--- src/rtl/uart_frame_buf_if.sv ---
// uart_frame_buf_if: receive/transmit byte handshake and frame status bundle for uart_frame_buf
interface uart_frame_buf_if #(
  parameter int DATA_W = 8,
  parameter int LEN_W = 5
);
  logic [DATA_W-1:0] rx_data;
  logic rx_data_vld;
  logic send_req;
  logic tx_ready;
  logic [DATA_W-1:0] tx_data;
  logic tx_data_vld;
  logic [LEN_W-1:0] frame_len;
  logic busy;
  logic frame_ready;
  logic rx_drop;
  logic frame_done;
  modport master (
    output rx_data, rx_data_vld, send_req, tx_ready,
    input tx_data, tx_data_vld, frame_len, busy, frame_ready, rx_drop, frame_done
  );
  modport slave (
    input rx_data, rx_data_vld, send_req, tx_ready,
    output tx_data, tx_data_vld, frame_len, busy, frame_ready, rx_drop, frame_done
  );
endinterface

--- src/rtl/uart_frame_buf.sv ---
// uart_frame_buf: collects received bytes into a frame and replays it through the uart_tx handshake
module uart_frame_buf #(
  parameter int DATA_W = 8,
  parameter int DEPTH = 16,
  parameter int TERM_EN = 1,
  parameter logic [DATA_W-1:0] TERM_CHAR = 'h0D,
  parameter int AUTO_SEND = 1,
  localparam int LEN_W = $clog2(DEPTH + 1),
  localparam int RI_W = $clog2(DEPTH)
) (
  input logic clk,
  input logic rst,
  uart_frame_buf_if.slave bus
);
  typedef enum logic [2:0] {RECV, HOLD, SEND, WAIT_LO, WAIT_HI} state_t;
  state_t state, state_nx;
  logic [DATA_W-1:0] mem [DEPTH];
  logic [LEN_W-1:0] len, len_nx, len_inc;
  logic [RI_W-1:0] rd, rd_nx;
  logic [DATA_W-1:0] tx_q, tx_nx;
  logic vld_q, vld_nx, drop_q, drop_nx, done_q, done_nx;
  logic store, closes, last;
  assign store = state == RECV && bus.rx_data_vld;
  assign len_inc = len + LEN_W'(1);
  assign closes = store && (len_inc == LEN_W'(DEPTH) || (TERM_EN != 0 && bus.rx_data == TERM_CHAR));
  assign last = LEN_W'(rd) == len - LEN_W'(1);
  always_comb begin
    state_nx = state;
    len_nx = store ? len_inc : len;
    rd_nx = rd;
    tx_nx = tx_q;
    vld_nx = 1'b0;
    drop_nx = bus.rx_data_vld && state != RECV;
    done_nx = 1'b0;
    case (state)
      RECV: state_nx = ((bus.send_req && (store || len != '0)) || (closes && AUTO_SEND != 0)) ? SEND
                     : closes ? HOLD : RECV;
      HOLD: state_nx = bus.send_req ? SEND : HOLD;
      SEND: begin
        state_nx = bus.tx_ready ? WAIT_LO : SEND;
        vld_nx = bus.tx_ready;
        tx_nx = bus.tx_ready ? mem[rd] : tx_q;
      end
      WAIT_LO: state_nx = bus.tx_ready ? WAIT_LO : WAIT_HI;
      WAIT_HI: begin
        state_nx = !bus.tx_ready ? WAIT_HI : last ? RECV : SEND;
        done_nx = bus.tx_ready && last;
        len_nx = (bus.tx_ready && last) ? '0 : len;
        rd_nx = !bus.tx_ready ? rd : last ? '0 : rd + RI_W'(1);
      end
      default: state_nx = RECV;
    endcase
  end
  always_ff @(posedge clk) begin
    if (rst) begin
      state <= RECV;
      len <= '0;
      rd <= '0;
      tx_q <= '0;
      vld_q <= 1'b0;
      drop_q <= 1'b0;
      done_q <= 1'b0;
    end else begin
      state <= state_nx;
      len <= len_nx;
      rd <= rd_nx;
      tx_q <= tx_nx;
      vld_q <= vld_nx;
      drop_q <= drop_nx;
      done_q <= done_nx;
    end
  end
  always_ff @(posedge clk) begin
    if (store) mem[len[RI_W-1:0]] <= bus.rx_data;
  end
  assign bus.tx_data = tx_q;
  assign bus.tx_data_vld = vld_q;
  assign bus.frame_len = len;
  assign bus.busy = state inside {SEND, WAIT_LO, WAIT_HI};
  assign bus.frame_ready = state == HOLD;
  assign bus.rx_drop = drop_q;
  assign bus.frame_done = done_q;
endmodule

--- src/flat_wrapper.sv ---
// flat-port wrapper written by rule: the top's interface ports become plain ports
module uart_frame_buf_flat 
#(
  parameter int DATA_W = 8,
  parameter int DEPTH = 16,
  parameter int TERM_EN = 1,
  parameter logic [DATA_W-1:0] TERM_CHAR = 'h0D,
  parameter int AUTO_SEND = 1,
  localparam int LEN_W = $clog2(DEPTH + 1),
  localparam int RI_W = $clog2(DEPTH)
)
  (clk, rst, bus_rx_data, bus_rx_data_vld, bus_send_req, bus_tx_ready, bus_tx_data, bus_tx_data_vld, bus_frame_len, bus_busy, bus_frame_ready, bus_rx_drop, bus_frame_done);
  uart_frame_buf_if #(.DATA_W(DATA_W), .LEN_W(5)) bus_i ();
  input logic clk;
  input logic rst;
  input wire logic [$bits(bus_i.rx_data)-1:0] bus_rx_data;
  input wire logic [$bits(bus_i.rx_data_vld)-1:0] bus_rx_data_vld;
  input wire logic [$bits(bus_i.send_req)-1:0] bus_send_req;
  input wire logic [$bits(bus_i.tx_ready)-1:0] bus_tx_ready;
  output wire logic [$bits(bus_i.tx_data)-1:0] bus_tx_data;
  output wire logic [$bits(bus_i.tx_data_vld)-1:0] bus_tx_data_vld;
  output wire logic [$bits(bus_i.frame_len)-1:0] bus_frame_len;
  output wire logic [$bits(bus_i.busy)-1:0] bus_busy;
  output wire logic [$bits(bus_i.frame_ready)-1:0] bus_frame_ready;
  output wire logic [$bits(bus_i.rx_drop)-1:0] bus_rx_drop;
  output wire logic [$bits(bus_i.frame_done)-1:0] bus_frame_done;
  assign bus_i.rx_data = bus_rx_data;
  assign bus_i.rx_data_vld = bus_rx_data_vld;
  assign bus_i.send_req = bus_send_req;
  assign bus_i.tx_ready = bus_tx_ready;
  assign bus_tx_data = bus_i.tx_data;
  assign bus_tx_data_vld = bus_i.tx_data_vld;
  assign bus_frame_len = bus_i.frame_len;
  assign bus_busy = bus_i.busy;
  assign bus_frame_ready = bus_i.frame_ready;
  assign bus_rx_drop = bus_i.rx_drop;
  assign bus_frame_done = bus_i.frame_done;
  uart_frame_buf #(.DATA_W(DATA_W), .DEPTH(DEPTH), .TERM_EN(TERM_EN), .TERM_CHAR(TERM_CHAR), .AUTO_SEND(AUTO_SEND)) u_core (.clk(clk), .rst(rst), .bus(bus_i));
endmodule
--- config.mk ---
export PLATFORM = sky130hd
export DESIGN_NAME = uart_frame_buf_flat
export DESIGN_NICKNAME = d
export VERILOG_FILES = /design/src/rtl/uart_frame_buf_if.sv /design/src/rtl/uart_frame_buf.sv /design/src/flat_wrapper.sv
export SDC_FILE = /design/constraint.sdc
export NUM_CORES = 1
export LEC_CHECK = 0
export CAP_MARGIN = 10
export CORE_ASPECT_RATIO = 0.7
export CORE_MARGIN = 2
export CORE_UTILIZATION = 50
export DETAILED_ROUTE_END_ITERATION = 16
export GPL_TIMING_DRIVEN = 0
export PLACE_DENSITY = 0.74
export SYNTH_ARGS = -nofsm -noshare
export SYNTH_HDL_FRONTEND = slang
export SYNTH_SLANG_ARGS = --single-unit
--- constraint.sdc ---
create_clock -name clk -period 2.15 [get_ports clk]
set_input_delay 0.43 -clock clk [delete_from_list [all_inputs] [get_ports clk]]
set_output_delay 0.43 -clock clk [all_outputs]
set_load 0.01 [all_outputs]
# Yosys cells after proc, flatten, opt, wreduce, memory -nomap -nowiden
# Memories as Yosys holds them, arrays and structs flattened. A register that Yosys moved wholly into a read port is not among the register bits.
# Index checks and enable logic that the tools add are counted.
# op_classes
n_reduce_logical	18
order_cmp	0
shifts	0
add_sub_neg	3
bitwise	2
muxes	14
n_div	0
n_eq_ne	8
multipliers	0
# op_table
cell	n
5-bit two-way mux	3
3-bit case mux with 5 select lines	1
3-bit two-way mux	3
8-bit by 4-bit == test with 1-bit output (second input constant)	1
3-bit by 2-bit == test with 1-bit output (second input constant)	2
2-bit AND reduction	3
3-bit nonzero test	2
5-bit by 1-bit adder with 5-bit output (second input constant)	1
4-bit by 5-bit == test with 1-bit output	1
5-bit == test (second input constant)	1
1-bit logical AND	5
5-bit nonzero test	1
5-bit by 1-bit subtractor with 5-bit output (second input constant)	1
4-bit by 1-bit adder with 4-bit output (second input constant)	1
1-bit two-way mux	4
2-bit two-way mux	2
4-bit two-way mux	1
2-bit OR reduction	2
3-bit by 1-bit == test with 1-bit output (second input constant)	1
3-bit == test (second input constant)	1
3-bit zero test	1
1-bit logical OR	3
2-bit by 1-bit inequality test with 1-bit output (second input constant)	1
1-bit NOT	2
2-bit nonzero test	1
# totals
latchBits	0
out_inout_bits	18
input_bits	13
word_cells	52
ram_bits	128
rom_bits	0
register_bits	15
mem_count	1
# memory_table
name	words	width	rd	rd_clocked_by_memory_dff	write_ports	line_no	source
u_core.mem	16	8	1	1	1	uart_frame_buf.sv:17	logic [DATA_W-1:0] mem [DEPTH];

# Longest topological paths before layout
# Gate-level depths: netlist of run 1.
# logic_depth
word_depth	7
mapped_depth	8
ltp_nobuf	7

# Worst setup path after synthesis of run 1
# OpenSTA, ideal clock, no wires.
# synth_path
path_type	reg2reg
startpoint	register u_core.len[0] (netlist: u_core.bus.frame_len[0])
endpoint	register u_core.len[4] (netlist: u_core.bus.frame_len[4])
stages_incl_launch_ff	9
synth_period_minus_slack_ns	2.091
arrival_ns	1.950
required_time_ns	2.009
path_slack_ns	0.059
cell_sequence	dfxtp_1 inv_1 ha_1 buf_2 o21ba_1 a221oi_2 o2111ai_4 o21ai_2 a311oi_1
# synth_between
elab_chain_cells	5
# synth_rtl
item	line_no	source
start: declaration	uart_frame_buf.sv:18	logic [LEN_W-1:0] len, len_nx, len_inc;
start signal: assignment	uart_frame_buf.sv:65	len <= len_nx;
5-bit by 1-bit subtractor with 5-bit output	uart_frame_buf.sv:26	assign last = LEN_W'(rd) == len - LEN_W'(1);
4-bit by 5-bit == test with 1-bit output	uart_frame_buf.sv:26	
1-bit logical AND	uart_frame_buf.sv:48	len_nx = (bus.tx_ready && last) ? '0 : len;
2-bit by 1-bit inequality test with 1-bit output (no line)	-	
2-bit AND reduction (no line)	-	
# Parallel ways exist; a longest one is shown, timed or not. The select of a mux whose other input is x is not followed.
# A chain may end at the register's enable or synchronous reset.

# Worst setup path in the final report of run 1
# layout_path
startpoint	register u_core.state[1]
endpoint	memory u_core.mem[7][2] (enable)
# layout_between
elab_chain_cells	4
# layout_rtl
item	line_no	source
start: declaration	uart_frame_buf.sv:16	state_t state, state_nx;
start signal: assignment	uart_frame_buf.sv:64	state <= state_nx;
3-bit zero test	uart_frame_buf.sv:23	assign store = state == RECV && bus.rx_data_vld;
1-bit logical AND	uart_frame_buf.sv:23	
1-bit two-way mux	uart_frame_buf.sv:74	if (store) mem[len[RI_W-1:0]] <= bus.rx_data;
1-bit two-way mux (implied by the code)	uart_frame_buf.sv:74	
end: declaration	uart_frame_buf.sv:17	
# Every way passes these cells.

==> summary.md, run 1 <==
| Metric | Value |
|---|---|
| GR peak layer | `met2` |
| Hold WS | `around 0.41 ns` |
| Critical Path End Type | `flop` |
| CP max FO | `8` |
| Commonest cells in the netlist | `edfxtp_1 (128), mux4_2 (32), dfxtp_1 (23)` |
| Yosys reg bits | `151` |
| GPL Wtd Cong | `0.835` |
| Worst slew pin tran | `around 1.1 ns` |
| Die width | `roughly 140 um` |
| Yosys cell types | `49` |
| Final instance count without filler cells | `572` |
| Largest net degree at the start of global routing | `18` |
| CTS tree | `yes` |
| Placed cell area | `between 6000 and 7000 um^2` |
| Post-Synth Simple-Gate Area | `6.62%` |
| Worst Path Required | `around 2.3 ns` |
| Rows | `33` |
| Highest Clock Rate | `around 470 MHz` |
| Min-delay worst type | `input port to flop` |
| Finished Cell Area | `7320 um^2` |
| Worst VDD drop | `around 540 uV` |
| Post-Synthesis Mean Instance Area | `17.8 um^2` |
| Total power | `~6.3 mW` |
| DRT Pass-1 Iters | `5` |
| DP HPWL | `8300 um` |
| ANT cells | `0` |
| Bufs on Longest Clock Path | `2` |
| Synth Instances | `between 300 and 400` |
| Share of cells above drive strength 1 | `a little over a quarter` |
| PnR worst setup slack | `~0.033 ns` |
| Xor/xnor share of the synthesized area | `less than 1%` |
| Die span in y | `just under 100 um` |
| DR DRC count | `0` |
| CTS sink cnt | `roughly 150` |
| Tot GR Track Use | `a little over a fifth` |
| IO Count | `31` |
| Initial Util | `51.9%` |
| Number of max-cap violations | `0` |
| Initial antenna violation count | `0` |
| Mapped Nets | `~370` |
| YS warnings | `0` |
| Largest family of logic cells by synthesized area | `multiplexers` |
| Tcrit/Tclk final | `a little over nine tenths` |
| Worst relative slew slack | `between 20% and 30%` |
| Synth Area in Adders | `between 1 and 1.5%` |
| Met2 Track Usage GR | `31.8%` |
| Root Buffer | `clkbuf_16` |
| # placed instances | `534` |
| Via-to-Cell Ratio | `between 6 and 7` |
| Area of the mapped netlist | `between 6000 and 7000 um^2` |
| Count leader, synth | `edfxtp_1` |
| Reg clk slew, reported paths | `approximately 0.060 ns` |
| First-pass GRT wire length | `around 20000 um` |
| RSZ-0062 raised after global routing | `true` |
| Cell Pwr Density | `approximately 860 nW/um^2` |
| Hold Fails Final Rpt | `0` |
| Mux cell area share after synthesis | `between 10 and 15%` |
| Initial DRC count | `between 300 and 400` |
| Yosys top cell area share | `62.2%` |
| GRT overflow | `0` |
| Fillers | `864` |
| Clk_lat worst skew | `~0.42 ns` |
| Antenna Nets Post-Route | `0` |
| Critical path startpoint category | `flop` |
| IO buf count | `29` |
| Drt total wl | `between 10000 and 15000 um` |
| Pleak | `roughly 2.4 nW` |
| Per-cell routed wire length | `~23 um` |
| Register area share after synthesis | `between 60% and 70%` |
| Met3 Usage GRT | `6.08%` |
| Period minus WS final | `2.12 ns` |
| Area growth, synth to finish | `18.5%` |
| Routing usage on met1 | `31.3%` |
| Post-CTS Hold Fix Bufs | `0` |
| Layout net count | `421` |
| Post-layout util | `about three fifths` |
| Asr flop ratio synth | `0%` |
| CTS Buf Count | `17` |
| Die area | `roughly 13000 um^2` |
| Post-route clock skew | `between 0.007 and 0.008 ns` |
| Ys flop type | `edfxtp_1` |
| Worst path arrival time | `~2.2 ns` |
| Vias | `around 3400` |
| Place WS | `-0.342 ns` |
| Final Max Tran Viols | `0` |
| Setup TNS | `0 ns` |
| CTS HTree Levels | `4` |
| Post-synth EDFFs | `between 100 and 150` |
| Compound-Gate Fraction of Synth Area | `between 5 and 6%` |
| Status | `finished clean` |
| Vias in the first global route | `~3500` |
| Largest cells by area after synthesis | `edfxtp_1 (62%), mux4_2 (12%), dfxtp_1 (7.5%), mux2i_1 (2.8%), ha_1 (1.2%)` |
| Cell taking the most area after synthesis | `edfxtp_1` |
| Critical path class | `flop to flop` |
| Core area | `11900 um^2` |
| Final setup vio count | `0` |
-- sequential cells by signal, summed over array words and instances (netlist names) --
signal                  cells
u_core.mem                128
u_core.bus.tx_data          8
u_core.bus.frame_len        5
u_core.rd                   4
u_core.state                3
u_core.bus.frame_done       1
u_core.bus.rx_drop          1
u_core.bus.tx_data_vld      1
-- where the power goes --
group / total (mW) / internal, mW / switching, mW
Sequential: 3.25 / 3.22 / 0.0251
Clock: 2.75 / 1.61 / 1.14
Combinational: 0.330 / 0.141 / 0.189
-- critical path: stages, from the launching register on --
cell and delay (ns):
dfxtp_1 0.30, buf_2 0.16, nor3_2 0.34, nand2_2 0.24
nor2_1 0.32, and3_2 0.44
-- layout by cell type, fill, tap and decap left out, types with 5 or more instances in the layout --
master and count:
nand3_1 10, edfxtp_1 128, dfxtp_1 20, ha_1 5, inv_1 5, a21oi_1 6
o22ai_1 8, clkbuf_16 17, clkbuf_1 8, buf_2 7, buf_4 8, mux2i_1 17
mux4_2 32, clkdlybuf4s50_1 28, nor3_1 10, a21o_1 8, and2_2 11, nand2_1 10
-- cell type report --
| type | count | area [um^2] | area share (%) |
|---|---|---|---|
| tap | 157 | 196 | 2.68 |
| sequential | 151 | 4320 | 58.9 |
| multi-input combinational | 173 | 1790 | 24.4 |
| buffer | 18 | 110 | 1.50 |
| clock inverter | 12 | 104 | 1.42 |
| inverter | 5 | 18.8 | 0.256 |
| timing repair buffer | 36 | 342 | 4.67 |
| clock buffer | 20 | 447 | 6.10 |
-- final timing paths --
check                           depth (start not counted)                  start                    end  slack [ns]
worst max-delay path                                    5        u_core.state[1]       u_core.mem[7][2]        0.03
worst min-delay path                                    3           bus_tx_ready           u_core.rd[1]        0.41
worst max register to register                          5        u_core.state[1]       u_core.mem[7][2]        0.03
worst min register to register                          1  u_core.bus.tx_data[7]  u_core.bus.tx_data[7]        0.46
-- layer usage --
layer,wire (um),vias up
met5,0,-
met4,150,0
met3,795,15
met2,6370,121
met1,5980,1784
li1,-,1514
-- kinds of logic (layout without fill, tap and decap cells) --
kind of cell,count (synthesis),count (layout)
flip-flops,151,151
AND/OR/NAND/NOR,70,70
multiplexers,49,49
AO/OA/AOI/OAI,43,43
buffers and inverters,24,91
adder cells (fa/ha/maj),6,6
XOR/XNOR,5,5
-- timing repair --
item                                    CTS  global route
buffers inserted                          1             6
pin swaps                                 2             3
gates cloned                              0             0
gates resized for setup                  16            12
endpoints found under the setup margin   92            86
No activity file was read; power rests on OpenSTA's default activity.
==> run 2, diff against run 1 <==
CORE_MARGIN = not set   (was 2)
==> run 2 against run 1 <==
Compared with the run above: clock skew increased by 0.0021 ns; power is 2.5% higher; via count decreased by 1.2%; critical endpoint is now u_core.mem[2][3]; sequential power hardly changed; largest power group unchanged.
==> summary.md, run 2 (synthesized netlist as in run 1, its figures left out) <==
| Metric | Value |
|---|---|
| DP HPWL | `~8300 um` |
| Area growth, synth to finish | `18.7%` |
| Seq. cell area | `between 4000 and 5000 um^2` |
| Share of cells above drive strength 1 | `26.9%` |
| Post-route clock skew | `roughly 0.0094 ns` |
| Max reg flops | `128` |
| Critical path startpoint category | `flop` |
| Vias | `between 3000 and 4000` |
| Hold Fails Final Rpt | `0` |
| Root Buffer | `clkbuf_16` |
| Origin of the worst setup path | `u_core.state[1]` |
| Reg2Reg Launch Point | `u_core.state[1]` |
| Worst path arrival time | `2.18 ns` |
| Hold path depth | `3` |
| Per-cell routed wire length | `about 23 um` |
| Critical R2R Capture | `u_core.mem[2][3]` |
| CTS sink cnt | `151` |
| CTS HTree Levels | `4` |
| Comb pwr share | `4.9%` |
| Layout net count | `~420` |
| Initial DRC count | `about 280` |
| Pleak | `between 2 and 2.5 nW` |
| Post-layout util | `61.9%` |
| GRT overflow | `0` |
| CP max FO | `8` |
| DR DRC count | `0` |
| Die width | `135 um` |
| Worst r2r path cells | `5` |
| Fillers | `837` |
| Int Power | `between 4 and 5 mW` |
| Multi-input gate area | `1780 um^2` |
| Drt total wl | `between 10000 and 15000 um` |
| Net Sw Power | `roughly 1.5 mW` |
| Place WS | `-0.325 ns` |
| Clk_lat worst skew | `0.42 ns` |
| Cell Pwr Density | `about 890 nW/um^2` |
| Worst relative slew slack | `29.8%` |
| Initial antenna violation count | `0` |
| Die area | `12800 um^2` |
| CTS tree | `yes` |
| Number of max-cap violations | `0` |
| IO Count | `31` |
| Tot GR Track Use | `between 20% and 30%` |
| # placed instances | `approximately 530` |
| FF-to-FF setup slack | `approximately 0.066 ns` |
| Hold Path End | `u_core.rd[1]` |
| Tcrit/Tclk final | `96.9%` |
| Period minus WS final | `roughly 2.1 ns` |
| CTS Buf Count | `17` |
| Via-to-Cell Ratio | `about 6.0` |
| Worst slew pin tran | `between 1 and 1.5 ns` |
| Initial Util | `between 50% and 60%` |
| Critical path class | `flop to flop` |
| Worst Path Required | `2.24 ns` |
| Most common cell after layout, fill and taps aside | `edfxtp_1` |
| Bufs on Longest Clock Path | `2` |
| Status | `finished clean` |
| Clock power frac | `45.1%` |
| Die span in y | `about 95 um` |
| Core area | `about 12000 um^2` |
| PnR worst setup slack | `about 0.066 ns` |
| Final setup vio count | `0` |
| Largest net degree at the start of global routing | `18` |
| Highest Clock Rate | `480 MHz` |
| RSZ-0062 raised after global routing | `true` |
| Most frequent cells in the layout | `edfxtp_1 (128), mux4_2 (32), clkdlybuf4s50_1 (27), dfxtp_1 (20)` |
| Antenna Nets Post-Route | `0` |
| ANT cells | `0` |
| Final Max Tran Viols | `0` |
| Register share of total power | `50.0%` |
| GPL Wtd Cong | `approximately 0.83` |
| IO buf count | `29` |
| DRT Pass-1 Iters | `4` |
| Worst VDD drop | `about 600 uV` |
| Critical Path End Type | `flop` |
| Min-delay worst type | `input port to flop` |
| First-pass GRT wire length | `a little over 20000 um` |
| Switching Share | `~23%` |
| Rows | `33` |
| Reg clk slew, reported paths | `0.06 ns` |
| Hold Crit Start | `bus_tx_ready` |
| Final instance count without filler cells | `570` |
| Vias in the first global route | `roughly 3600` |
## run 2: what timing repair did
action,in CTS,in global routing
gates resized for setup,16,11
buffers inserted,1,3
hold buffers,0,0
endpoints found under the setup margin,75,87
## run 2: layer usage
metal,global-route usage (%),share of wire [%],vias to the layer above
li1,-,-,1520
met1,29.9,43,1718
met2,35.5,48,143
met3,5.37,8.6,12
met4,10.8,1.2,0
met5,0,0,-
## run 2: through the flow
step	total power [mW]	cell area [um^2]	TNS (ns)	hold slack, ns
6_report	6.49	7330	0	0.430
5_1_grt	6.66	7330	-1.75	0.454
4_1_cts	6.51	7270	0	0.403
3_5_place_dp	3.61	6660	-29.88	0.467
3_3_place_gp	3.60	6660	-22.83	0.436
2_1_floorplan	3.47	6180	0	0.497
## run 2: power groups by stage
stage               registers, mW  logic [mW]  clock network (mW)
finish                       3.25       0.316                2.93
global route                 3.25       0.342                3.07
CTS                          3.25       0.302                2.95
detailed placement           3.31       0.299                   0
global placement             3.31       0.290                   0
floorplan                    3.31       0.158                   0
## run 2: worst max-delay path by stage
stage                               to  slack, ns  cells past startpoint
3_5_place_dp          u_core.mem[8][2]      -0.33                      4
5_1_grt        u_core.bus.frame_len[4]      -0.09                      6
4_1_cts        u_core.bus.frame_len[2]      0.003                      8
3_3_place_gp   u_core.bus.frame_len[4]      -0.23                      5
2_1_floorplan  u_core.bus.frame_len[4]       0.06                      8
6_report              u_core.mem[2][3]       0.07                      5
## run 2: worst max-delay path, stage by stage (launching register included)
cell and delay (ns):
dfxtp_1 0.30, buf_2 0.17, nor3_2 0.34, nand2_2 0.23, nor3_1 0.34, and2_2 0.39
## run 2: final cells by class
| cell class | instances | share of cell area (%) |
|---|---|---|
| plain buffers | 19 | 1.57 |
| clock buffers | 17 | 5.80 |
| clock inverters | 15 | 2.17 |
| inverters | 5 | 0.256 |
| multi-input cells | 173 | 24.2 |
| flip-flops and latches | 151 | 58.8 |
| well taps | 157 | 2.68 |
| repair buffers | 33 | 4.50 |
